**src/rtl/boom_mem_trace_pkg.sv**
```systemverilog
// Shared types for the memory-request trace buffer: entry layout, FSM states, drop-counter helper.
package boom_mem_trace_pkg;

   localparam int TRACE_ADDR_WIDTH  = 32;
   localparam int TRACE_DATA_WIDTH  = 64;
   localparam int TRACE_BE_WIDTH    = TRACE_DATA_WIDTH / 8;
   localparam int STOP_ADDR_WIDTH   = 31;
   localparam int DROP_CNT_WIDTH    = 16;

   typedef struct packed {
      logic                        we;
      logic [TRACE_ADDR_WIDTH-1:0] addr;
      logic [TRACE_BE_WIDTH-1:0]   be;
      logic [TRACE_DATA_WIDTH-1:0] data;
   } trace_entry_t;

   localparam int TRACE_ENTRY_WIDTH = $bits(trace_entry_t);

   typedef enum logic [1:0] {
      RUN   = 2'd0,
      DRAIN = 2'd1,
      DONE  = 2'd2
   } trace_state_e;

   localparam logic [DROP_CNT_WIDTH-1:0] DROP_CNT_MAX = '1;

   function automatic logic [DROP_CNT_WIDTH-1:0] sat_inc_drop(input logic [DROP_CNT_WIDTH-1:0] cnt);
      return (cnt == DROP_CNT_MAX) ? cnt : cnt + 16'd1;
   endfunction

endpackage

```
**src/rtl/boom_mem_trace_fifo.sv**
```systemverilog
// Trace entry FIFO: unreset storage, reset pointers/level; push while full is only taken
// alongside a pop, pop while empty is ignored.
module boom_mem_trace_fifo
   import boom_mem_trace_pkg::*;
#(
   parameter int DEPTH = 16
) (
   input  logic                     clock,
   input  logic                     rst_ni,
   input  logic                     push_i,
   input  trace_entry_t             push_data_i,
   input  logic                     pop_i,
   output trace_entry_t             head_o,
   output logic                     full_o,
   output logic                     empty_o,
   output logic [$clog2(DEPTH):0]   level_o
);

   localparam int PTR_W = $clog2(DEPTH);
   localparam int LVL_W = PTR_W + 1;

   trace_entry_t           mem_q [DEPTH];
   logic [PTR_W-1:0]       wr_ptr_q, wr_ptr_d;
   logic [PTR_W-1:0]       rd_ptr_q, rd_ptr_d;
   logic [LVL_W-1:0]       level_q, level_d;
   logic                   push_acc;
   logic                   pop_acc;

   assign full_o   = (level_q == LVL_W'(DEPTH));
   assign empty_o  = (level_q == '0);
   assign pop_acc  = pop_i & ~empty_o;
   assign push_acc = push_i & (~full_o | pop_acc);

   always_comb begin
      wr_ptr_d = wr_ptr_q;
      rd_ptr_d = rd_ptr_q;
      level_d  = level_q;
      if (push_acc) wr_ptr_d = wr_ptr_q + PTR_W'(1);
      if (pop_acc)  rd_ptr_d = rd_ptr_q + PTR_W'(1);
      unique case ({push_acc, pop_acc})
         2'b10:   level_d = level_q + LVL_W'(1);
         2'b01:   level_d = level_q - LVL_W'(1);
         default: level_d = level_q;
      endcase
   end

   always_ff @(posedge clock or negedge rst_ni) begin
      if (!rst_ni) begin
         wr_ptr_q <= '0;
         rd_ptr_q <= '0;
         level_q  <= '0;
      end else begin
         wr_ptr_q <= wr_ptr_d;
         rd_ptr_q <= rd_ptr_d;
         level_q  <= level_d;
      end
   end

   always_ff @(posedge clock) begin
      if (push_acc) mem_q[wr_ptr_q] <= push_data_i;
   end

   // Storage is unreset, so the head is masked to zero whenever nothing is valid.
   assign head_o  = empty_o ? '0 : mem_q[rd_ptr_q];
   assign level_o = level_q;

endmodule

```
**src/rtl/boom_mem_trace_buf.sv**
```systemverilog
// Memory-request trace buffer: captures write requests (reads too with BOOM_MEM_TRACE_READS_EN)
// into a FIFO until the end-of-benchmark MMIO write, then drains and flags done.
//
//   state | meaning
//   RUN   | capturing qualified requests, watching for the stop write
//   DRAIN | capture closed, consumer emptying the FIFO
//   DONE  | FIFO empty after stop; held until reset
module boom_mem_trace_buf
   import boom_mem_trace_pkg::*;
#(
   parameter int          ADDR_WIDTH = TRACE_ADDR_WIDTH,
   parameter int          DATA_WIDTH = TRACE_DATA_WIDTH,
   parameter int          DEPTH      = 16,
   parameter logic [30:0] STOP_ADDR  = 31'h1000_0000
) (
   input  logic                      clock,
   input  logic                      rst_ni,
   input  logic                      req_i,
   input  logic                      we_i,
   input  logic [ADDR_WIDTH-1:0]     addr_i,
   input  logic [DATA_WIDTH/8-1:0]   be_i,
   input  logic [DATA_WIDTH-1:0]     data_i,
   input  logic                      mmio_aw_valid_i,
   input  logic [30:0]               mmio_aw_addr_i,
   output logic                      trace_valid_o,
   input  logic                      trace_ready_i,
   output trace_entry_t              trace_entry_o,
   output logic [$clog2(DEPTH):0]    level_o,
   output logic [15:0]               drop_cnt_o,
   output logic                      done_o
);

   localparam int LVL_W = $clog2(DEPTH) + 1;

   trace_state_e                state_q;
   logic                        done_q;
   logic [DROP_CNT_WIDTH-1:0]   drop_cnt_q, drop_cnt_d;

   logic                        req_qual;
   logic                        capture;
   logic                        pop;
   logic                        fifo_full;
   logic                        fifo_empty;
   logic                        stop_hit;
   logic                        drained;
   trace_entry_t                cap_entry;

`ifdef BOOM_MEM_TRACE_READS_EN
   assign req_qual = req_i;
`else
   assign req_qual = req_i & we_i;
`endif

   assign capture = (state_q == RUN) & req_qual;
   assign pop     = trace_valid_o & trace_ready_i;

   always_comb begin
      cap_entry      = '0;
      cap_entry.we   = we_i;
      cap_entry.addr = addr_i;
      cap_entry.be   = be_i;
      cap_entry.data = we_i ? data_i : '0;
   end

   boom_mem_trace_fifo #(
      .DEPTH (DEPTH)
   ) u_fifo (
      .clock       (clock),
      .rst_ni      (rst_ni),
      .push_i      (capture),
      .push_data_i (cap_entry),
      .pop_i       (pop),
      .head_o      (trace_entry_o),
      .full_o      (fifo_full),
      .empty_o     (fifo_empty),
      .level_o     (level_o)
   );

   assign trace_valid_o = ~fifo_empty;

   // Full with no pop in the same cycle: the capture is lost and counted.
   always_comb begin
      drop_cnt_d = drop_cnt_q;
      if (capture && fifo_full && !pop) drop_cnt_d = sat_inc_drop(drop_cnt_q);
   end

   always_ff @(posedge clock or negedge rst_ni) begin
      if (!rst_ni) drop_cnt_q <= '0;
      else         drop_cnt_q <= drop_cnt_d;
   end

   assign drop_cnt_o = drop_cnt_q;

   assign stop_hit = mmio_aw_valid_i & (mmio_aw_addr_i == STOP_ADDR);
   // Nothing is pushed in DRAIN, so the FIFO is empty after this edge when it is empty
   // now or its last entry is being popped; DONE then coincides with level_o reaching 0.
   assign drained  = (level_o == '0) | ((level_o == LVL_W'(1)) & pop);

   always_ff @(posedge clock or negedge rst_ni) begin
      if (!rst_ni) begin
         state_q <= RUN;
         done_q  <= 1'b0;
      end else begin
         unique case (state_q)
            RUN: begin
               if (stop_hit) state_q <= DRAIN;
            end
            DRAIN: begin
               if (drained) begin
                  state_q <= DONE;
                  done_q  <= 1'b1;
               end
            end
            DONE: begin
               state_q <= DONE;
               done_q  <= 1'b1;
            end
            default: begin
               state_q <= RUN;
               done_q  <= 1'b0;
            end
         endcase
      end
   end

   assign done_o = done_q;

endmodule
```
**config.mk**
```make
export PLATFORM = sky130hd
export DESIGN_NAME = boom_mem_trace_buf
export DESIGN_NICKNAME = d
export VERILOG_FILES = /design/src/rtl/boom_mem_trace_pkg.sv /design/src/rtl/boom_mem_trace_fifo.sv /design/src/rtl/boom_mem_trace_buf.sv
export SDC_FILE = /design/constraint.sdc
export NUM_CORES = 2
export LEC_CHECK = 0
export ABC_AREA = 1
export BUFFER_PORTS_ARGS = -buffer_cell sky130_fd_sc_hd__buf_2
export CAP_MARGIN = 0
export CORE_ASPECT_RATIO = 0.5
export CORE_MARGIN = 2
export CORE_UTILIZATION = 55
export DETAILED_ROUTE_END_ITERATION = 10
export PLACE_DENSITY = 0.75
export SETUP_SLACK_MARGIN = 0.4
export SYNTH_ARGS = -nofsm -noshare
export SYNTH_HDL_FRONTEND = slang
export SYNTH_SLANG_ARGS = --single-unit
```
**constraint.sdc**
```tcl
create_clock -name clock -period 7.6 [get_ports clock]
set_input_delay 0.76 -clock clock [delete_from_list [all_inputs] [get_ports clock]]
set_output_delay 0.76 -clock clock [all_outputs]
set_load 0.01 [all_outputs]
```
* Word level (Yosys, flattened, before mapping)
Memory sizes are Yosys's and may differ from the RTL's.
Cells that the tools add are included.
** Word-level totals
- Input port bits :: 141
- Bits in latches :: 0
- Memories :: 1
- Output and inout bits :: 128
- Word-level logic and storage cells :: 54
- Memory bits (writable) :: 1680
- Flip-flop bits (word level) :: 32
- Memory bits (read-only) :: 0
** Memories
- u_fifo.mem_q :: depth 16, bits a word 105, rd ports 1, clocked after memory_dff 0, wr ports 1, RTL line boom_mem_trace_fifo.sv:22 : trace_entry_t mem_q [DEPTH];
** Operators by class
- Equality and inequality tests :: 10
- $mul :: 0
- Mux-type cells :: 10
- Magnitude comparators :: 0
- $add $sub $neg :: 5
- Shift operators :: 0
- Divide/modulo/power cells :: 0
- Bitwise operators :: 13
- Reductions and logical operators :: 9
** Operators with widths (count)
- $mux 105 :: 1
- $mux 64 :: 1
- $eq 31x29->1 const B :: 1
- $add 16x1->16 const B :: 1
- $eq 16x16->1 const B :: 1
- $pmux 5 s2 :: 1
- $add 4x1->4 const B :: 2
- $and 1x1->1 :: 7
- $pmux 2 s3 :: 1
- $reduce_and 2->1 :: 3
- $add 5x1->5 const B :: 1
- $eq 5x1->1 const B :: 1
- $eq 5x5->1 const B :: 1
- $logic_not 5->1 :: 1
- $sub 5x1->5 const B :: 1
- $eq 2x1->1 const B :: 2
- $eq 2x2->1 const B :: 2
- $mux 2 :: 2
- $ne 2x2->1 const B :: 2
- $not 1->1 :: 4
- $mux 1 :: 3
- $pmux 1 s3 :: 1
- $logic_and 1x1->1 :: 2
- $logic_not 2->1 :: 1
- 3 further kinds :: 4

* Logic depth before layout (Yosys ltp)
- Word-level depth :: 8
- Depth in mapped cells :: 12
- Mapped depth without buffers :: 12

* Cells and area by module
From an unflattened synthesis, not the netlist that was laid out.
** Unflattened totals
- Cells, all modules :: 5860
- Area, all modules :: 69362.8 µm²
** Modules (own cells, without submodules)
- boom_mem_trace_fifo :: times used 1, cells an instance 5524, sequential area each 50773.7 µm², area an instance 67507.2 µm²
- boom_mem_trace_buf :: times used 1, cells an instance 336, sequential area each 475.5 µm², area an instance 1855.5 µm²

* Worst setup path before layout
Ideal clock, no wire load.
- Path type :: input port to flip-flop
- Start :: input we_i
- End :: memory u_fifo.mem_q[11][0] in the netlist's numbering (enable)
- Library setup time :: 570 ps
- Data arrival time :: 5789 ps
- Path slack :: 1241 ps
- Buffers on the path :: 0
- Cell stages on the path :: 4
- Cell sequence :: nand3_1 a31oi_2 nand2_1 nor2_1
** On the way
- Longest elaborated chain between the ends :: 5
** Ends and longest elaborated chain
- from (decl) :: RTL line boom_mem_trace_buf.sv:19 : input logic we_i,
- $and 1x1->1 :: RTL line boom_mem_trace_buf.sv:51 : assign req_qual = req_i & we_i;
- $and 1x1->1 :: RTL line boom_mem_trace_buf.sv:54 : assign capture = (state_q == RUN) & req_qual;
- $and 1x1->1 :: RTL line boom_mem_trace_fifo.sv:32 : assign push_acc = push_i & (~full_o | pop_acc);
- $mux 1 :: RTL line boom_mem_trace_fifo.sv:60 : if (push_acc) mem_q[wr_ptr_q] <= push_data_i;
- $mux 1 (implied by the code) :: RTL line boom_mem_trace_fifo.sv:60
- to (decl) :: RTL line boom_mem_trace_fifo.sv:22
Every way passes these cells.

==> metrics.md <==
| Metric | Value |
|---|---|
| CTS tree | `built` |
| Final period utilization | `0.722` |
| Failing checks | `slew limit` |
| Vias/cell | `~5.9` |
| Critical path class | `flop to output port` |
| Critical Path Source Type | `flop` |
| Yosys top cell area share | `0.719` |
| Least-Margin Pin Slew | `roughly 1.5 ns` |
| Worst hold margin | `0.0913 ns` |
| Stages on the worst setup path | `9` |
| Setup TNS | `0 ns` |
| Critical Path RT | `6.84 ns` |
| Synth area leader | `edfxtp_1` |
| Cts hold-fix bufs | `0` |
| Area contributors post-synth | `edfxtp_1 (72%), nand2_1 (9.8%), nor2_1 (4.7%)` |
| Max Clock Skew | `0.0339 ns` |
| CP bufs+invs | `3` |
| Syn Nets | `between 6k and 7k` |
| Post-CTS resize count | `0` |
| Setup Fix Bufs, Post-CTS | `0` |
| H-tree levels | `4` |
| Crit Reg-Reg Endpoint | `u_fifo.mem_q[15][20]` |
| Critical path's largest stage delay | `slightly below 1 ns` |
| Yosys reg bits | `between 1.5k and 2k` |
| Number of clock sinks | `approximately 1.7k` |
| Status | `finished, violations left` |
| Final Hold Fails | `0` |
| Tot Pwr | `0.0285 W` |
| Area Growth Syn to Fin | `10.1%` |
| HPWL Detailed | `85.5 mm` |
| Final #Nets | `6414` |
| PortBufs | `between 200 and 300` |
| Synth Instances | `6159` |
| WL/cell | `22.2 um` |
| Vias in the first global route | `between 40k and 50k` |
| Largest delay contributor family on the critical path | `buffers and inverters` |
| Die area | `0.131 mm2` |
| Setup crit end kind | `output port` |
| Critical path origin | `u_fifo.rd_ptr_q[0]` |
| Die H | `256 um` |
| Crit path arrival time | `4.73 ns` |
| Largest net degree at the start of global routing | `298` |
| Cell depth of the worst flop-to-flop path | `6` |
| Final Non-Filler Cells | `8068` |
| Clk slew on worst S/H paths | `~0.06 ns` |
| Post-Route WL | `between 150 and 200 mm` |
| Pwr Density | `369 mW/mm2` |
| Number of top-level pins | `269` |
| Endpoints failing setup | `0` |
| Critical Path Fanout Max | `roughly 200` |
| FP Rows | `92` |
| Initial drt markers | `roughly 6.5k` |
| Core region area | `0.126 mm2` |
| Final Max Tran Viols | `22` |
| TritonCTS Buffers | `147` |
| Drt first pass iters | `6` |
| Worst Setup EP | `trace_entry_o[46]` |
| Leak Pwr | `28.6 nW` |
| GRT Overall Usage | `0.270` |
| Initial Util | `0.555` |
| Slowest cell on crit path | `buf_4` |
| CP Cell Sequence | `buf_12 > buf_4 > nor2_1 > nor2_1 > o21ai_0 > nand3_1 > nand3_1 > a21oi_1 > buf_2` |
| Sequential element share of the synthesized area | `0.731` |
| DP Worst Slack | `slightly below 3 ns` |
| R2r startpoint | `u_fifo.level_o[0]` |
| Final setup margin | `around 2.1 ns` |
| GP Congestion | `0.832` |
| Longest Clk Path Bufs | `3` |
| Layout cell share with drive strength beyond 1 | `0.0860` |
| Clk Latency, worst-skew pair | `0.80 ns` |
| FMAX | `182 MHz` |
| Antenna violations before repair | `5` |
| ANT nets after route | `0` |
| VDD IR max | `between 0.0005 and 0.0006 V` |
| First-pass GRT wire length | `269 mm` |
| Cell Area, Synth | `0.0701 mm2` |
| Syn avg cell area | `11.4 um2` |
| Register-to-register setup slack | `3.86 ns` |
| Max-Cap Viols | `0` |
| Cell variety after synth | `28` |
| YS warnings | `0` |
| Cells after DPL | `7801` |
| Minimum clock period | `between 5 and 6 ns` |
| Clock Root Buffer | `clkbuf_16` |
| Routed vias | `47.5k` |
| Worst slew margin | `-0.00544` |
| # DRC | `0` |
| Hold Crit Class | `input pin to asynchronous set/reset pin` |
| Die width | `509 um` |
| RSZ-0062 raised after global routing | `no` |
| Global route total overflow | `0` |
==> per-stage QoR <==
stage	cell area, um2	utilization
after floorplan	70100	-
after global placement	72600	0.575
after detailed placement	72600	0.575
after CTS	77200	0.611
after global routing	77200	0.611
final	77200	0.611
==> cell usage in the layout, fill, tap and decap left out, types with 2 or more instances in the layout <==
cell type / n
xnor2_1: 5
inv_1: 112
nor2_1: 866
o21ai_1: 5
dfrtp_4: 4
nor3_1: 9
dfrtp_1: 28
ha_1: 14
xor2_1: 12
nor2_4: 16
bufinv_16: 8
nand3b_1: 2
edfxtp_1: 1680
clkbuf_16: 153
nand4_1: 6
diode_2: 4
buf_12: 21
o21ai_0: 430
inv_6: 6
clkbuf_1: 34
nand2_1: 1832
buf_4: 33
clkinvlp_4: 4
nand3_1: 651
inv_8: 2
clkinv_2: 24
a21oi_1: 105
buf_2: 267
clkinv_8: 3
clkinv_1: 31
==> cell usage after synthesis <==
master    number
ha_1          14
clkbuf_1     167
clkbuf_2       1
xnor2_1        5
buf_1         43
inv_2          2
buf_6         27
and2_1         1
clkinv_1       2
nor2_1       882
nand3_1      651
nand2_2        1
a31oi_2        1
nand4_1        6
xor2_1        12
o22ai_1        1
buf_2        111
o21ai_0      430
dfrtp_1       32
clkinv_2       1
buf_4         22
nand2_1     1832
inv_1        114
edfxtp_1    1680
a21oi_1      105
o21ai_1        5
nand3b_1       2
nor3_1         9
==> worst min path at each step <==
stage / startpoint / end / cells after the start
2_1_floorplan: rst_ni / done_o / 0
3_3_place_gp: done_o / done_o / 2
3_5_place_dp: done_o / done_o / 2
4_1_cts: rst_ni / drop_cnt_o[4] / 1
5_1_grt: rst_ni / drop_cnt_o[9] / 1
6_report: rst_ni / drop_cnt_o[10] / 1
==> cell families after synthesis <==
kind of cell | share of synthesized area
AO/OA/AOI/OAI | 0.0388
XOR/XNOR | 0.00212
adder cells (fa/ha/maj) | 0.00250
buffers and inverters | 0.0323
flip-flops | 0.731
AND/OR/NAND/NOR | 0.193
==> layer usage <==
layer,up-vias,track usage,share of wire
met3,355,0.0435,0.10
li1,21314,-,-
met2,2802,0.432,0.48
met1,22984,0.376,0.39
met5,-,0,0
met4,0,0.0987,0.030
==> flip-flops by register name (all words and copies together) (netlist names) <==
name / cells
u_fifo.mem_q: 1680
state_q: 2
u_fifo.wr_ptr_q: 4
done_o: 1
drop_cnt_o: 16
u_fifo.level_o: 5
u_fifo.rd_ptr_q: 4
==> power by group <==
| group | internal [W] | switching (W) |
|---|---|---|
| clock | 0.00397 | 0.00338 |
| combinational | 0.00283 | 0.00705 |
| sequential | 0.0109 | 0.000392 |
| total | 0.0177 | 0.0108 |
==> cell type report <==
class / instances / area (um2)
flip-flops and latches: 1712 / 51300
fillers: 9289 / 49100
multi-input cells: 3957 / 16700
clock buffers: 187 / 3960
well taps: 1692 / 2120
repair buffers: 322 / 2030
clock inverters: 75 / 626
inverters: 119 / 485
diodes: 4 / 10.0
(Power assumes the default switching activity.)
